==> config.mk <==
export PLATFORM = sky130hd
export DESIGN_NAME = csr_trap_sequencer
export DESIGN_NICKNAME = d
export VERILOG_FILES = /design/src/rtl/csr_trap_sequencer.sv
export SDC_FILE = /design/constraint.sdc
export NUM_CORES = 1
export LEC_CHECK = 0
export BUFFER_PORTS_ARGS = -buffer_cell sky130_fd_sc_hd__buf_2
export CORE_MARGIN = 2
export CORE_UTILIZATION = 40
export DETAILED_ROUTE_END_ITERATION = 6
export GPL_ROUTABILITY_DRIVEN = 0
export GPL_TIMING_DRIVEN = 0
export PLACE_DENSITY_LB_ADDON = 0.05
export SKIP_LAST_GASP = 1
export SLEW_MARGIN = 20
export SYNTH_ARGS = -nofsm -noshare
export SYNTH_HDL_FRONTEND = slang
export SYNTH_SLANG_ARGS = --single-unit
==> constraint.sdc <==
create_clock -name clock -period 1.63 [get_ports clock]
set_input_delay 0.163 -clock clock [delete_from_list [all_inputs] [get_ports clock]]
set_output_delay 0.163 -clock clock [all_outputs]
set_load 0.005 [all_outputs]
==> src/rtl/csr_trap_sequencer.sv <==
// Machine-mode trap entry / MRET sequencer sharing the single-port CSR file with the core.
// Optional build macro VECTORED_IRQ_EN enables vectored interrupt dispatch when mtvec[1:0]==2'b01.
module csr_trap_sequencer #(
  parameter int unsigned XLEN        = 32,
  parameter logic [1:0]  MSTATUS_MPP = 2'b11
) (
  input  logic            clock,
  input  logic            reset,
  input  logic            trap_req,
  input  logic [XLEN-1:0] trap_cause,
  input  logic [XLEN-1:0] trap_pc,
  input  logic [XLEN-1:0] trap_tval,
  input  logic            mret_req,
  input  logic [11:0]     core_csr_raddr,
  input  logic            core_csr_ren,
  input  logic [11:0]     core_csr_waddr,
  input  logic            core_csr_wen,
  input  logic [XLEN-1:0] core_csr_wd,
  input  logic [XLEN-1:0] csr_rd,
  output logic [11:0]     csr_addr,
  output logic            csr_ren,
  output logic [11:0]     csr_waddr,
  output logic            csr_wen,
  output logic [XLEN-1:0] csr_wd,
  output logic            busy,
  output logic            redirect_valid,
  output logic [XLEN-1:0] redirect_pc
);

  localparam logic [11:0] ADDR_MSTATUS = 12'h300;
  localparam logic [11:0] ADDR_MTVEC   = 12'h305;
  localparam logic [11:0] ADDR_MEPC    = 12'h341;
  localparam logic [11:0] ADDR_MCAUSE  = 12'h342;
  localparam logic [11:0] ADDR_MTVAL   = 12'h343;
  localparam logic [XLEN-1:0] ALIGN_MASK = {{(XLEN-2){1'b1}}, 2'b00};

  typedef enum logic [3:0] {
    IDLE,
    T_RDST,
    T_RDVEC,
    T_WEPC,
    T_WCAU,
    T_WTVAL,
    T_WST,
    M_RDST,
    M_RDEPC,
    M_WST,
    REDIR
  } state_t;

  state_t          state_q;
  logic            busy_q;
  logic            redirect_valid_q;
  logic [XLEN-1:0] redirect_pc_q;
  logic [XLEN-1:0] cause_q;
  logic [XLEN-1:0] pc_q;
  logic [XLEN-1:0] tval_q;
  logic [XLEN-1:0] mstatus_q;
  logic [XLEN-1:0] mtvec_q;

  logic            irq_masked;
  logic [XLEN-1:0] trap_mstatus_d;
  logic [XLEN-1:0] mret_mstatus_d;
  logic [XLEN-1:0] vector_d;

  // An interrupt arriving while MIE is clear aborts the sequence before any write.
  assign irq_masked = cause_q[XLEN-1] & ~mstatus_q[3];

  always_comb begin
    trap_mstatus_d        = mstatus_q;
    trap_mstatus_d[7]     = mstatus_q[3];
    trap_mstatus_d[3]     = 1'b0;
    trap_mstatus_d[12:11] = MSTATUS_MPP;

    mret_mstatus_d        = mstatus_q;
    mret_mstatus_d[3]     = mstatus_q[7];
    mret_mstatus_d[7]     = 1'b1;
    mret_mstatus_d[12:11] = MSTATUS_MPP;
  end

  always_comb begin
    vector_d = mtvec_q & ALIGN_MASK;
`ifdef VECTORED_IRQ_EN
    if (mtvec_q[1:0] == 2'b01 && cause_q[XLEN-1])
      vector_d = (mtvec_q & ALIGN_MASK) + ({1'b0, cause_q[XLEN-2:0]} << 2);
`endif
  end

  // IDLE passes the core's CSR traffic straight through; reset forces the port quiet.
  always_comb begin
    csr_addr  = '0;
    csr_ren   = 1'b0;
    csr_waddr = '0;
    csr_wen   = 1'b0;
    csr_wd    = '0;
    if (reset) begin
      case (state_q)
        IDLE: begin
          csr_addr  = core_csr_raddr;
          csr_ren   = core_csr_ren;
          csr_waddr = core_csr_waddr;
          csr_wen   = core_csr_wen;
          csr_wd    = core_csr_wd;
        end
        T_RDST, M_RDST: begin
          csr_addr = ADDR_MSTATUS;
          csr_ren  = 1'b1;
        end
        T_RDVEC: begin
          csr_addr = ADDR_MTVEC;
          csr_ren  = 1'b1;
        end
        M_RDEPC: begin
          csr_addr = ADDR_MEPC;
          csr_ren  = 1'b1;
        end
        T_WEPC: begin
          if (!irq_masked) begin
            csr_waddr = ADDR_MEPC;
            csr_wen   = 1'b1;
            csr_wd    = pc_q;
          end
        end
        T_WCAU: begin
          csr_waddr = ADDR_MCAUSE;
          csr_wen   = 1'b1;
          csr_wd    = cause_q;
        end
        T_WTVAL: begin
          csr_waddr = ADDR_MTVAL;
          csr_wen   = 1'b1;
          csr_wd    = tval_q;
        end
        T_WST: begin
          csr_waddr = ADDR_MSTATUS;
          csr_wen   = 1'b1;
          csr_wd    = trap_mstatus_d;
        end
        M_WST: begin
          csr_waddr = ADDR_MSTATUS;
          csr_wen   = 1'b1;
          csr_wd    = mret_mstatus_d;
        end
        default: ;
      endcase
    end
  end

  // Read data lags its address by one cycle, so each capture happens one state after the read.
  always_ff @(posedge clock or negedge reset) begin
    if (!reset) begin
      state_q          <= IDLE;
      busy_q           <= 1'b0;
      redirect_valid_q <= 1'b0;
      redirect_pc_q    <= '0;
      cause_q          <= '0;
      pc_q             <= '0;
      tval_q           <= '0;
      mstatus_q        <= '0;
      mtvec_q          <= '0;
    end else begin
      redirect_valid_q <= 1'b0;
      case (state_q)
        IDLE: begin
          if (trap_req) begin
            cause_q <= trap_cause;
            pc_q    <= trap_pc;
            tval_q  <= trap_tval;
            busy_q  <= 1'b1;
            state_q <= T_RDST;
          end else if (mret_req) begin
            busy_q  <= 1'b1;
            state_q <= M_RDST;
          end
        end
        T_RDST:  state_q <= T_RDVEC;
        T_RDVEC: begin
          mstatus_q <= csr_rd;
          state_q   <= T_WEPC;
        end
        T_WEPC: begin
          mtvec_q <= csr_rd;
          if (irq_masked) begin
            busy_q  <= 1'b0;
            state_q <= IDLE;
          end else begin
            state_q <= T_WCAU;
          end
        end
        T_WCAU:  state_q <= T_WTVAL;
        T_WTVAL: state_q <= T_WST;
        T_WST: begin
          redirect_pc_q    <= vector_d;
          redirect_valid_q <= 1'b1;
          state_q          <= REDIR;
        end
        M_RDST:  state_q <= M_RDEPC;
        M_RDEPC: begin
          mstatus_q <= csr_rd;
          state_q   <= M_WST;
        end
        M_WST: begin
          redirect_pc_q    <= csr_rd & ALIGN_MASK;
          redirect_valid_q <= 1'b1;
          state_q          <= REDIR;
        end
        REDIR: begin
          busy_q  <= 1'b0;
          state_q <= IDLE;
        end
        default: begin
          busy_q  <= 1'b0;
          state_q <= IDLE;
        end
      endcase
    end
  end

  assign busy           = busy_q;
  assign redirect_valid = redirect_valid_q;
  assign redirect_pc    = redirect_pc_q;

endmodule

Word-level counts from Yosys, hierarchy flattened
Cells that the tools add are included.

Register bits: 198. Output and inout bits: 92. Logic and storage cells: 56.

Eq/ne operators: 11. Mux-type cells: 23. Bitwise gates (word level): 3. Reductions and logical operators: 10.

Operators by type and width (number): $pmux W32 S6 (1); $mux W32 (2); $pmux W32 S2 (1); $pmux W12 S5 (1); $pmux W12 S4 (1); $pmux W4 S9 (1); $mux W12 (2); $eq A4 B3 Y1 const B (4); $mux W10 (1); $eq A4 B2 Y1 const B (2); $eq A4 B4 Y1 const B (2); $mux W4 (2); $reduce_or A4 Y1 (2); $reduce_or A8 Y1 (1); $mux W1 (7); $pmux W1 S3 (2); $reduce_or A2 Y1 (3); $eq A4 B1 Y1 const B (1); $logic_not A4 Y1 (1); $mux W3 (1); $ne A3 B3 Y1 const B (1); $reduce_and A3 Y1 (1); $ne A2 B2 Y1 const B (1); $not A1 Y1 (2); 4 further kinds (4).

Logic depth before layout (Yosys ltp)
Depth after elaboration: 5. Mapped depth: 9.

Worst setup path before layout
OpenSTA, ideal clock, no wires.

Path kind: reg2out. Start point: register state_q[1]. End point: output csr_wd[24]. Arrival: 1.637 ns. Required time: 1.467 ns. Setup slack: -0.170 ns. Cell stages (with the launch flop): 8. Cells stage by stage: dfrtp_1 -> buf_4 -> or3b_2 -> buf_2 -> buf_6 -> o2bb2ai_1 -> a221oi_1 -> nor3_1.

Longest elaborated chain between the ends: 3.

RTL lines: from (decl) (RTL line 51) `state_t state_q;`; from (signal assigned) (RTL line 152) `state_q <= IDLE;`; from (signal assigned) (RTL line 170) `state_q <= T_RDST;`; from (signal assigned) (RTL line 173) `state_q <= M_RDST;`; $eq A4 B4 Y1, or another cell as far along (RTL line 97) `case (state_q)`; $pmux W32 S6 (*) (RTL line 97); $mux W32 (*) (RTL line 96) `if (reset) begin`; to (decl) (RTL line 24) `output logic [XLEN-1:0] csr_wd,`.

Mark *: on every way between the ends. The rest lies on a longest branch, timed or not.

Worst setup path in the final report
Start point: register state_q[0]. End point: output csr_wd[31].

The elaborated chain is that of the path after synthesis.

==> impl_metrics.json <==
{
  "status": "finished with violations",
  "violations": "hold timing, setup timing",
  "grt.overflow.total": 0,
  "leakagePower_nw": 7.31,
  "nFillCells": 1633,
  "nets": 1433,
  "rows": 55,
  "finalHoldViolCount": 165,
  "antenna_found_initial": 2,
  "layout_setup_ws_ns": -0.810,
  "final_antenna_net_count": 0,
  "initial_core_util_pct": 40.6,
  "insertion_delay_ns": 0.43,
  "gr-usage-all-layers_pct": 26.9,
  "drv_cap": 0,
  "hold_class": "input port to asynchronous set/reset pin",
  "cts.reportedPaths.clkPinSlew_ns": 0.08,
  "finalPower_mw": 31.2,
  "grt_pass1_vias": 8603,
  "synth_seq_cells": 192,
  "synth_top_area_share_pct": 52.2,
  "worstPathRequired_ns": 1.47,
  "synthFlopType": "dfrtp_1",
  "crit_slowest_cell": "dfrtp_1",
  "slew_violations": 0,
  "end_kind": "output pin",
  "wl_um": 33900,
  "slew_headroom_pct": 23.4,
  "r2r-start": "state_q[3]",
  "die_w_um": 156,
  "min_period_ns": 2.44,
  "peakVddDrop_v": 0.000913,
  "reg2reg_slack_ns": -0.60,
  "startpoint": "state_q[0]",
  "hpwl_um": 20900,
  "path_cells": "buf_6, buf_4, nor3b_4, a21oi_4, inv_4, clkbuf_16, a22oi_1, a211oi_2, buf_2",
  "wl_per_cell_um": 22.0,
  "power.density_nw_per_um2": 1980,
  "yosysUniqueCellTypes": 53,
  "die_h_um": 156,
  "cp_max_fo": 7,
  "cts_buffers": 17,
  "viasPerCell": 5.30,
  "path_depth": 9,
  "yosys_warnings": 0,
  "critical_path_arrival_ns": 2.28,
  "grt_max_degree": 91,
  "ios": 282,
  "yosys-top-cells-area": "dfrtp_1, mux2_2, mux2i_1",
  "async_flop_share_pct": 100,
  "synth-edff-count": 0,
  "path_buf_inv": 5,
  "clock_sinks": 192,
  "coreArea_sq_um": 22600,
  "area_growth_pct": 71.4,
  "min_period_over_period_pct": 150,
  "slowest_delay_ns": 0.38,
  "num_vias": 8174,
  "first_pass_iters": 6,
  "start_kind": "register",
  "syn_inst": 734,
  "htreeDepth": 4,
  "post-route-drc-count": 0,
  "dieArea_sq_um": 24200,
  "critical-path-top-delay-family": "buffers and inverters",
  "netlist_area_sq_um": 9200,
  "place.port_buffers": 279,
  "drt_iter0_drc": 434,
  "holdWs_ns": -0.446,
  "yosysSeqAreaShare_pct": 52.2,
  "hold_buffers": 120,
  "drive_above_1_share_pct": 58.2,
  "timing.fmax_ghz": 0.410,
  "syn_area_per_cell_sq_um": 12.5,
  "r2r-end": "tval_q[23]",
  "finalSetupViolations": 220,
  "reg2reg_depth": 10,
  "grt_pass1_wl_um": 49100,
  "synth_top_cell_by_area": "dfrtp_1",
  "rsz0062_at_grt": "true",
  "cts_tree": "built",
  "crit_path_end": "csr_wd[31]",
  "cts_root_buffer": "clkbuf_16",
  "worstMarginPinSlew_ns": 1.15,
  "clock_path_buffers": 2,
  "path_class": "register to output pin",
  "pre_cts_ws_ns": -0.686,
  "fin_skew_ns": 0.0109
}
-- placed cells by master, fill, tap and decap left out, types with 6 or more instances in the layout --
cell,n
buf_2,272
dfrtp_1,191
dlygate4sd3_1,120
mux2_2,99
mux2_4,57
mux2i_1,54
buf_6,46
nand2_1,37
buf_4,31
buf_12,30
clkbuf_16,28
nor3_2,24
buf_8,23
o21ai_1,20
a221oi_2,16
o2bb2ai_1,16
o21ai_0,13
buf_16,11
and3_1,8
nor3_4,8
nor2_1,7
o21a_1,7
clkbuf_1,6
a211oi_2,6
and3_4,6
a21oi_1,6
a221oi_4,6
-- routing by layer --
metal | vias to the layer above | GRT usage, % | routed length (um)
met5 | - | 0 | 13
met4 | 2 | 6.86 | 542
met3 | 35 | 5.97 | 1670
met2 | 248 | 44.4 | 16500
met1 | 4142 | 36.2 | 15200
li1 | 3747 | - | -
-- worst min-delay path by stage --
| stage | start | endpoint | depth (start not counted) |
|---|---|---|---|
| 5_1_grt | reset | redirect_pc[21] | 1 |
| 2_1_floorplan | reset | busy | 0 |
| 3_5_place_dp | reset | cause_q[31] | 1 |
| 4_1_cts | reset | redirect_pc[21] | 1 |
| 3_3_place_gp | trap_tval[19] | tval_q[19] | 2 |
| 6_report | reset | tval_q[7] | 1 |
-- power breakdown --
| part | switching (mW) | total [mW] | leakage, nW | internal [mW] |
|---|---|---|---|---|
| clock | 2.18 | 4.42 | 0.301 | 2.24 |
| sequential | 1.52 | 8.72 | 2.30 | 7.20 |
| combinational | 7.72 | 18.1 | 4.71 | 10.3 |
-- registers in the layout, indices dropped and copies added, names as in the netlist --
| signal | cells |
|---|---|
| busy | 1 |
| cause_q | 32 |
| mstatus_q | 30 |
| mtvec_q | 30 |
| pc_q | 32 |
| redirect_pc | 30 |
| redirect_valid | 1 |
| state_q | 4 |
| tval_q | 32 |
-- worst reg2reg max path: cells and delay by family (launching register included) --
family | cells | cell delay [ns]
buf+inv | 7 | 1.09
flops | 1 | 0.41
simple gates | 2 | 0.33
mux | 1 | 0.31
-- cell families after synthesis --
kind of cell	count (synthesis)	synth area share [%]
AO/OA/AOI/OAI	133	10.7
AND/OR/NAND/NOR	124	7.17
flip-flops	192	52.2
multiplexers	212	25.6
buffers and inverters	69	3.94
XOR/XNOR	2	0.190
other	1	0.0407
adder cells (fa/ha/maj)	1	0.122
-- stage by stage --
stage | util (%) | setup TNS, ns | instances | instance area [sq um]
after CTS | 65.1 | -79.71 | 1512 | 14700
after floorplan | - | -6.18 | 735 | 9490
after global routing | 69.7 | -116.20 | 1542 | 15800
final | 69.7 | -107.54 | 1542 | 15800
after global placement | 49.7 | -870.07 | 1299 | 11200
after detailed placement | 49.9 | -83.23 | 1301 | 11300
-- final cells by class --
class / instances / area (sq um) / area share, %
Timing Repair Buffer: 496 / 4050 / 25.7
Sequential cell: 192 / 4810 / 30.5
Inverter: 6 / 27.5 / 0.175
Multi-Input combinational cell: 474 / 5040 / 32.0
Antenna cell: 1 / 2.50 / 0.0159
Clock buffer: 18 / 429 / 2.72
Tap cell: 285 / 357 / 2.26
Clock inverter: 14 / 191 / 1.21
Buffer: 56 / 863 / 5.47
-- Yosys cell counts, types with 2 or more instances --
master	number
mux2_4	10
o21ai_0	33
buf_4	8
dfrtp_1	192
a21boi_0	2
nor4_1	2
inv_1	4
inv_2	2
or3_1	2
a22oi_1	6
mux2_1	30
a31oi_1	2
and3_1	14
nor2_1	10
or3b_2	3
buf_6	6
o2111a_1	2
nand2_1	40
buf_2	23
nor3_1	34
o21a_1	7
a22o_1	4
a221oi_1	26
clkbuf_1	25
a21o_1	2
o2bb2ai_1	25
nand2b_1	3
nor2b_1	2
a21oi_1	11
and4bb_2	2
nand3b_1	3
mux2_2	116
a211oi_1	7
and2_1	2
mux2i_1	56
-- what timing repair did --
action / 4_1_cts / 5_1_grt
pin swaps: 25 / 40
setup endpoints to repair: 247 / 222
cloned: 17 / 7
buffers inserted: 44 / 34
hold endpoints to repair: 329 / 145
gates resized for setup: 207 / 197
No activity file was read; power rests on OpenSTA's default activity.
